$ cat src/rtl/ula_seq.sv
// ula_seq: command sequencer in front of the 8-bit ALU (ula).
// Takes one command per valid/ready handshake, drives the ALU operand
// registers, waits out the ALU latency, captures s/flag and returns them
// on a result valid/ready handshake. Supports chaining the last captured
// result into operand a and counts completed result handshakes.
module ula_seq #(
  parameter int ULA_LAT = 1,
  parameter int CNT_W   = 16
) (
  input  logic             clk,
  input  logic             rst,
  input  logic             cmd_valid,
  output logic             cmd_ready,
  input  logic [2:0]       cmd_op,
  input  logic [7:0]       cmd_a,
  input  logic [7:0]       cmd_b,
  input  logic             cmd_chain,
  output logic [7:0]       ula_a,
  output logic [7:0]       ula_b,
  output logic [2:0]       ula_op,
  input  logic [7:0]       ula_s,
  input  logic             ula_flag,
  output logic             res_valid,
  input  logic             res_ready,
  output logic [7:0]       res_s,
  output logic             res_flag,
  output logic             busy,
  output logic [CNT_W-1:0] op_count
);

  typedef enum logic [1:0] {IDLE, WAIT, HOLD} state_t;

  // Wait counter must hold ULA_LAT; keep at least one bit for ULA_LAT of 0/1.
  localparam int WCW = (ULA_LAT < 2) ? 1 : $clog2(ULA_LAT + 1);

  state_t         state, state_nxt;
  logic [WCW-1:0] wcnt;
  logic [7:0]     last_res;
  logic           accept, capture, retire;

  // Ready/busy/valid come straight from the state register so no input
  // (in particular cmd_valid, ula_s, ula_flag) reaches them combinationally.
  assign cmd_ready = (state == IDLE);
  assign busy      = (state != IDLE);
  assign res_valid = (state == HOLD);

  assign accept  = cmd_valid && (state == IDLE);
  assign capture = (state == WAIT) && (wcnt == '0);
  assign retire  = (state == HOLD) && res_ready;

  // State register.
  always_ff @(posedge clk or posedge rst) begin
    if (rst) state <= IDLE;
    else     state <= state_nxt;
  end

  // Next-state logic.
  always_comb begin
    state_nxt = state;
    case (state)
      IDLE:    if (accept)  state_nxt = WAIT;
      WAIT:    if (capture) state_nxt = HOLD;
      HOLD:    if (retire)  state_nxt = IDLE;
      default: state_nxt = IDLE;
    endcase
  end

  // ALU operand registers: loaded only on accept, frozen through WAIT/HOLD.
  always_ff @(posedge clk or posedge rst) begin
    if (rst) begin
      ula_a  <= '0;
      ula_b  <= '0;
      ula_op <= '0;
    end else if (accept) begin
      ula_a  <= cmd_chain ? last_res : cmd_a;
      ula_b  <= cmd_b;
      ula_op <= cmd_op;
    end
  end

  // Latency counter: loaded with ULA_LAT on accept, counts down in WAIT.
  always_ff @(posedge clk or posedge rst) begin
    if (rst)                              wcnt <= '0;
    else if (accept)                      wcnt <= WCW'(ULA_LAT);
    else if (state == WAIT && wcnt != '0) wcnt <= wcnt - WCW'(1);
  end

  // Result capture; last_res follows capture, not the handshake.
  always_ff @(posedge clk or posedge rst) begin
    if (rst) begin
      res_s    <= '0;
      res_flag <= 1'b0;
      last_res <= '0;
    end else if (capture) begin
      res_s    <= ula_s;
      res_flag <= ula_flag;
      last_res <= ula_s;
    end
  end

  // Completed-operation counter, wraps modulo 2^CNT_W.
  always_ff @(posedge clk or posedge rst) begin
    if (rst)         op_count <= '0;
    else if (retire) op_count <= op_count + CNT_W'(1);
  end

endmodule

$ cat config.mk
export PLATFORM = sky130hd
export DESIGN_NAME = ula_seq
export DESIGN_NICKNAME = d
export VERILOG_FILES = /design/src/rtl/ula_seq.sv
export SDC_FILE = /design/constraint.sdc
export NUM_CORES = 1
export LEC_CHECK = 0
export CAP_MARGIN = 20
export CORE_ASPECT_RATIO = 1.5
export CORE_MARGIN = 3
export CORE_UTILIZATION = 39
export DETAILED_ROUTE_END_ITERATION = 10
export PLACE_DENSITY = 0.79
export RECOVER_POWER = 50
export SYNTH_ARGS = -nofsm -noshare
export SYNTH_HDL_FRONTEND = slang
export SYNTH_SLANG_ARGS = --single-unit
$ cat constraint.sdc
create_clock -name clk -period 1.55 [get_ports clk]
set_input_delay 0.3875 -clock clk [delete_from_list [all_inputs] [get_ports clk]]
set_output_delay 0.3875 -clock clk [all_outputs]
set_load 0.1 [all_outputs]
* Word level (Yosys, flattened, before mapping)
Index checks and enable logic that the tools add are counted.
** Word-level totals
- Bits in registers :: 47
- Output and inout port bits :: 47
- Word-level logic and storage cells :: 31
** Operators by class
- $add $sub $neg :: 2
- Eq/ne operators :: 5
- Muxes and demuxes :: 7
- Bitwise gates (word level) :: 1
- Reduce and logical (&&, ||, !) cells :: 8
** Operators by type and width (number)
- $add 16x1->16 const B :: 1
- $mux 8 :: 1
- $mux 2 :: 3
- $pmux 2 s3 :: 1
- $logic_and 1x1->1 :: 4
- $ne 2x1->1 const B :: 2
- $reduce_bool 2->1 :: 2
- $reduce_and 3->1 :: 1
- $eq 2x1->1 const B :: 1
- $eq 2x2->1 const B :: 1
- $logic_not 2->1 :: 1
- $mux 1 :: 2
- $ne 2x2->1 const B :: 1
- $not 1->1 :: 1
- $sub 1x1->1 const B :: 1

* Depth between registers and ports, before layout
- Word-level depth :: 4
- Depth in mapped cells :: 7
- Depth with buffers taken out :: 5

* Least setup slack after synthesis
No wires, ideal clock.
- Path type :: register to register
- From :: reg state[1]
- To :: reg op_count[1]
- Library setup time :: 0.126 ns
- Data arrival time :: 2.423 ns
- Data required time :: 1.424 ns
- Path slack :: -0.999 ns
- Cell stages (with the launch flop) :: 5
- Buffers on the path :: 0
- Path through :: dfrtp_1 inv_1 nor2_1 nand2_1 mux2_2
** Between the ends
- Longest elaborated chain between the ends :: 2
** RTL lines
- from (decl) :: line 36 : state_t state, state_nxt;
- from (signal assigned) :: line 54 : else state <= state_nxt;
- $eq 2x2->1
- via res_valid :: line 23 : output logic res_valid,
- $logic_and 1x1->1 :: line 49 : assign retire = (state == HOLD) && res_ready;
- to (signal assigned) :: line 104 : else if (retire) op_count <= op_count + CNT_W'(1);
- to (decl) :: line 28 : output logic [CNT_W-1:0] op_count
The timed path passes the listed nets, and every way through them passes these cells.
A chain may end at the register's enable or synchronous reset.

* Worst setup path in the final report
- From :: reg state[0]
- To :: out cmd_ready
** Between the ends
- Longest elaborated chain between the ends :: 1
** RTL lines
- $logic_not 2->1 :: line 43 : assign cmd_ready = (state == IDLE);
- to (decl) :: line 13 : output logic cmd_ready,
Every way passes these cells.

==> results_dict.tcl <==
set metrics [dict create \
    cts-root-buf "clkbuf_8" \
    min_path_type "register to register" \
    synth_area_sq_um 2010 \
    wl_per_cell_microns 16.7 \
    cp-startpoint "state[0]" \
    r2r_cells 6 \
    path_cells "or2_4, inv_12, buf_6, buf_12" \
    via_count 1569 \
    die_x_microns 64.6 \
    r2r_setup_slack_ns 0.01 \
    drv_slew 0 \
    antennaDiodeCount 0 \
    synthToLayoutAreaGrowth_pct 75.6 \
    topRoutingLayerUsed "met4" \
    timing.final.crit_share 1.08 \
    gr-total-overflow 0 \
    max_cap_viol_count 0 \
    gp_routability_congestion 0.742 \
    dr.first_iter.drc_count 27 \
    cts_tree "yes" \
    cp_num_buf_inv 3 \
    io_buffer_count 79 \
    via_per_inst 4.92 \
    register_area_sq_um 1220 \
    clk_latency_ns 0.29 \
    postCtsHoldBufs 0 \
    violations "negative setup slack" \
    path_clk_slew_ns 0.09 \
    critPathCapture "cmd_ready" \
    arrival_ns 1.29 \
    critPathLaunchType "register" \
    relSlewSlack 0.667 \
    status "complete, but fails checks" \
    syn-num-nets 183 \
    reg2reg_from "state[0]" \
    ys_types 27 \
    met2_length_mm 2.94 \
    max_freq_ghz 0.597 \
    cp-end-kind "output pin" \
    core_sq_um 4890 \
    fin_crit_ns 1.67 \
    ys_seq_area_frac 0.586 \
    nNetsFinal 286 \
    synth_seq_cells 47 \
    route.met3.wl_microns 264 \
    post-route-util 0.721 \
    postSynthAreaPerCell_sq_um 13.5 \
    antenna_found_initial 0 \
    cp_num_cells 4 \
    cts_inserted_buffers 5 \
    yosys_warnings 0 \
    drcViolationCount 0 \
    critPathMaxStageDelay_ns 0.42 \
    final_common_cell "buf_12" \
    postRouteWirelength_mm 5.32 \
    post_synth_inst_count 149 \
    grt_pass1_wl_mm 8.54 \
    setup_viol_count_final 3 \
    drt-met1-wl_mm 2.00 \
    multi_input_comb_area_sq_um 820 \
    clock_path_buffers 2 \
    slowest_stage "dfrtp_2" \
    grt_max_degree 21 \
    path_class "register to output pin" \
    die-area_sq_um 6060 \
    post-place-ws_ns -0.361 \
    dp_hpwl_mm 4.12 \
    mostFrequentLayoutCells "buf_12 (35), dfrtp_1 (32), clkdlybuf4s50_1 (30), mux2_2 (17), buf_4 (14)" \
    row_count 31 \
    die_y_microns 93.9 \
    rsz0062_at_grt "true" \
    setup_slack_ns -0.124 \
    first_pass_iters 4 \
    cts.sinks 47 \
    h-tree-depth 2 \
    skew_ns 0.00930 \
    ant_nets 0 \
    r2r-end "op_count[5]" \
    worstPathRequired_ns 1.16 \
    start_util 0.411 \
    n_fill_cell 342 \
    hold_viol 0 \
    grt_pass1_vias 1679 \
    worstMarginPinSlew_ns 0.499 \
    drive_above_1_share 0.498 \
    crit_family "flip-flops" \
    io_pins 80 \
    worstPathMaxFanout 2 \
    grt.total_usage 0.183 \
]
cell families after synthesis:
kind of cell               Yosys count  share of synthesized area
DFF                                 47                      0.586
and+or+nand+nor                     36                      0.115
muxes                               30                      0.170
xor gates and xnor gates            15                     0.0655
AOI/OAI and AO/OA                   11                     0.0287
buffers and inverters                9                     0.0287
adders and majority gates            1                    0.00623
cell usage after synthesis:
master	instances	area share
nand4b_4	1	0.012
nor2_1	12	0.022
buf_6	1	0.0056
buf_4	1	0.0037
inv_1	3	0.0056
buf_8	1	0.0075
or2_4	1	0.0044
mux2i_1	9	0.045
ha_1	1	0.0062
xor2_1	9	0.039
nand3_1	5	0.012
mux2_4	4	0.030
and3_1	4	0.012
a21o_1	1	0.0037
nor3_1	2	0.0050
mux2_2	17	0.095
buf_2	1	0.0025
nor3b_1	1	0.0037
dfrtp_1	47	0.59
inv_2	1	0.0019
and2_4	1	0.0044
nand4_1	3	0.0094
nor4_4	2	0.021
nand2_1	4	0.0075
buf_1	1	0.0019
a21oi_1	10	0.025
xnor2_1	6	0.026
routing by layer:
metal	up-vias	track usage
met5	-	0
met3	10	0.0479
met2	66	0.338
met1	777	0.201
met4	0	0.0600
li1	716	-
registers in the layout, indices dropped and copies added (netlist names):
register / cells
op_count: 16
last_res: 8
ula_a: 8
ula_b: 8
ula_op: 3
state: 2
res_flag: 1
wcnt: 1
through the flow:
stage               cells  hold WS, ns  area [sq um]  TNS, ns
detailed placement    306        0.506          3540    -4.48
global route          319        0.486          3520   -0.718
global placement      306        0.497          3540    -3.89
floorplan             149        0.513          2080    -5.12
finish                319        0.477          3520   -0.275
CTS                   317        0.322          3660   -0.353
cell type report:
| cell class | instances | area share |
|---|---|---|
| Multi-Input combinational cell | 93 | 0.233 |
| Inverter | 4 | 0.00781 |
| Sequential cell | 47 | 0.347 |
| Timing Repair Buffer | 101 | 0.364 |
| Tap cell | 66 | 0.0234 |
| Clock buffer | 5 | 0.0195 |
| Clock inverter | 3 | 0.00568 |
worst reg2reg max path, cell delays in order, from the launching register on:
cell and delay, ns:
dfrtp_2 0.42, buf_4 0.16, nand4b_4 0.27, buf_6 0.19
nor2_4 0.10, and3_4 0.19, xor2_1 0.13
worst min-delay path by stage:
stage | cells past startpoint | slack [ns] | endpoint | startpoint
3_3_place_gp | 1 | 0.50 | op_count[13] | op_count[13]
4_1_cts | 2 | 0.32 | ula_b[5] | rst
3_5_place_dp | 1 | 0.51 | op_count[13] | op_count[13]
2_1_floorplan | 2 | 0.51 | wcnt | wcnt
6_report | 1 | 0.48 | op_count[15] | op_count[15]
5_1_grt | 1 | 0.49 | op_count[15] | op_count[15]
timing repair:
action                     CTS  global route
pin swaps                    2             5
buffers inserted             3             2
setup endpoints to repair   22            14
gates resized for setup      4             8
Power is left out: the tool's default activity adds up to more than one toggle a clock period on the data nets, which glitch-free logic cannot reach.
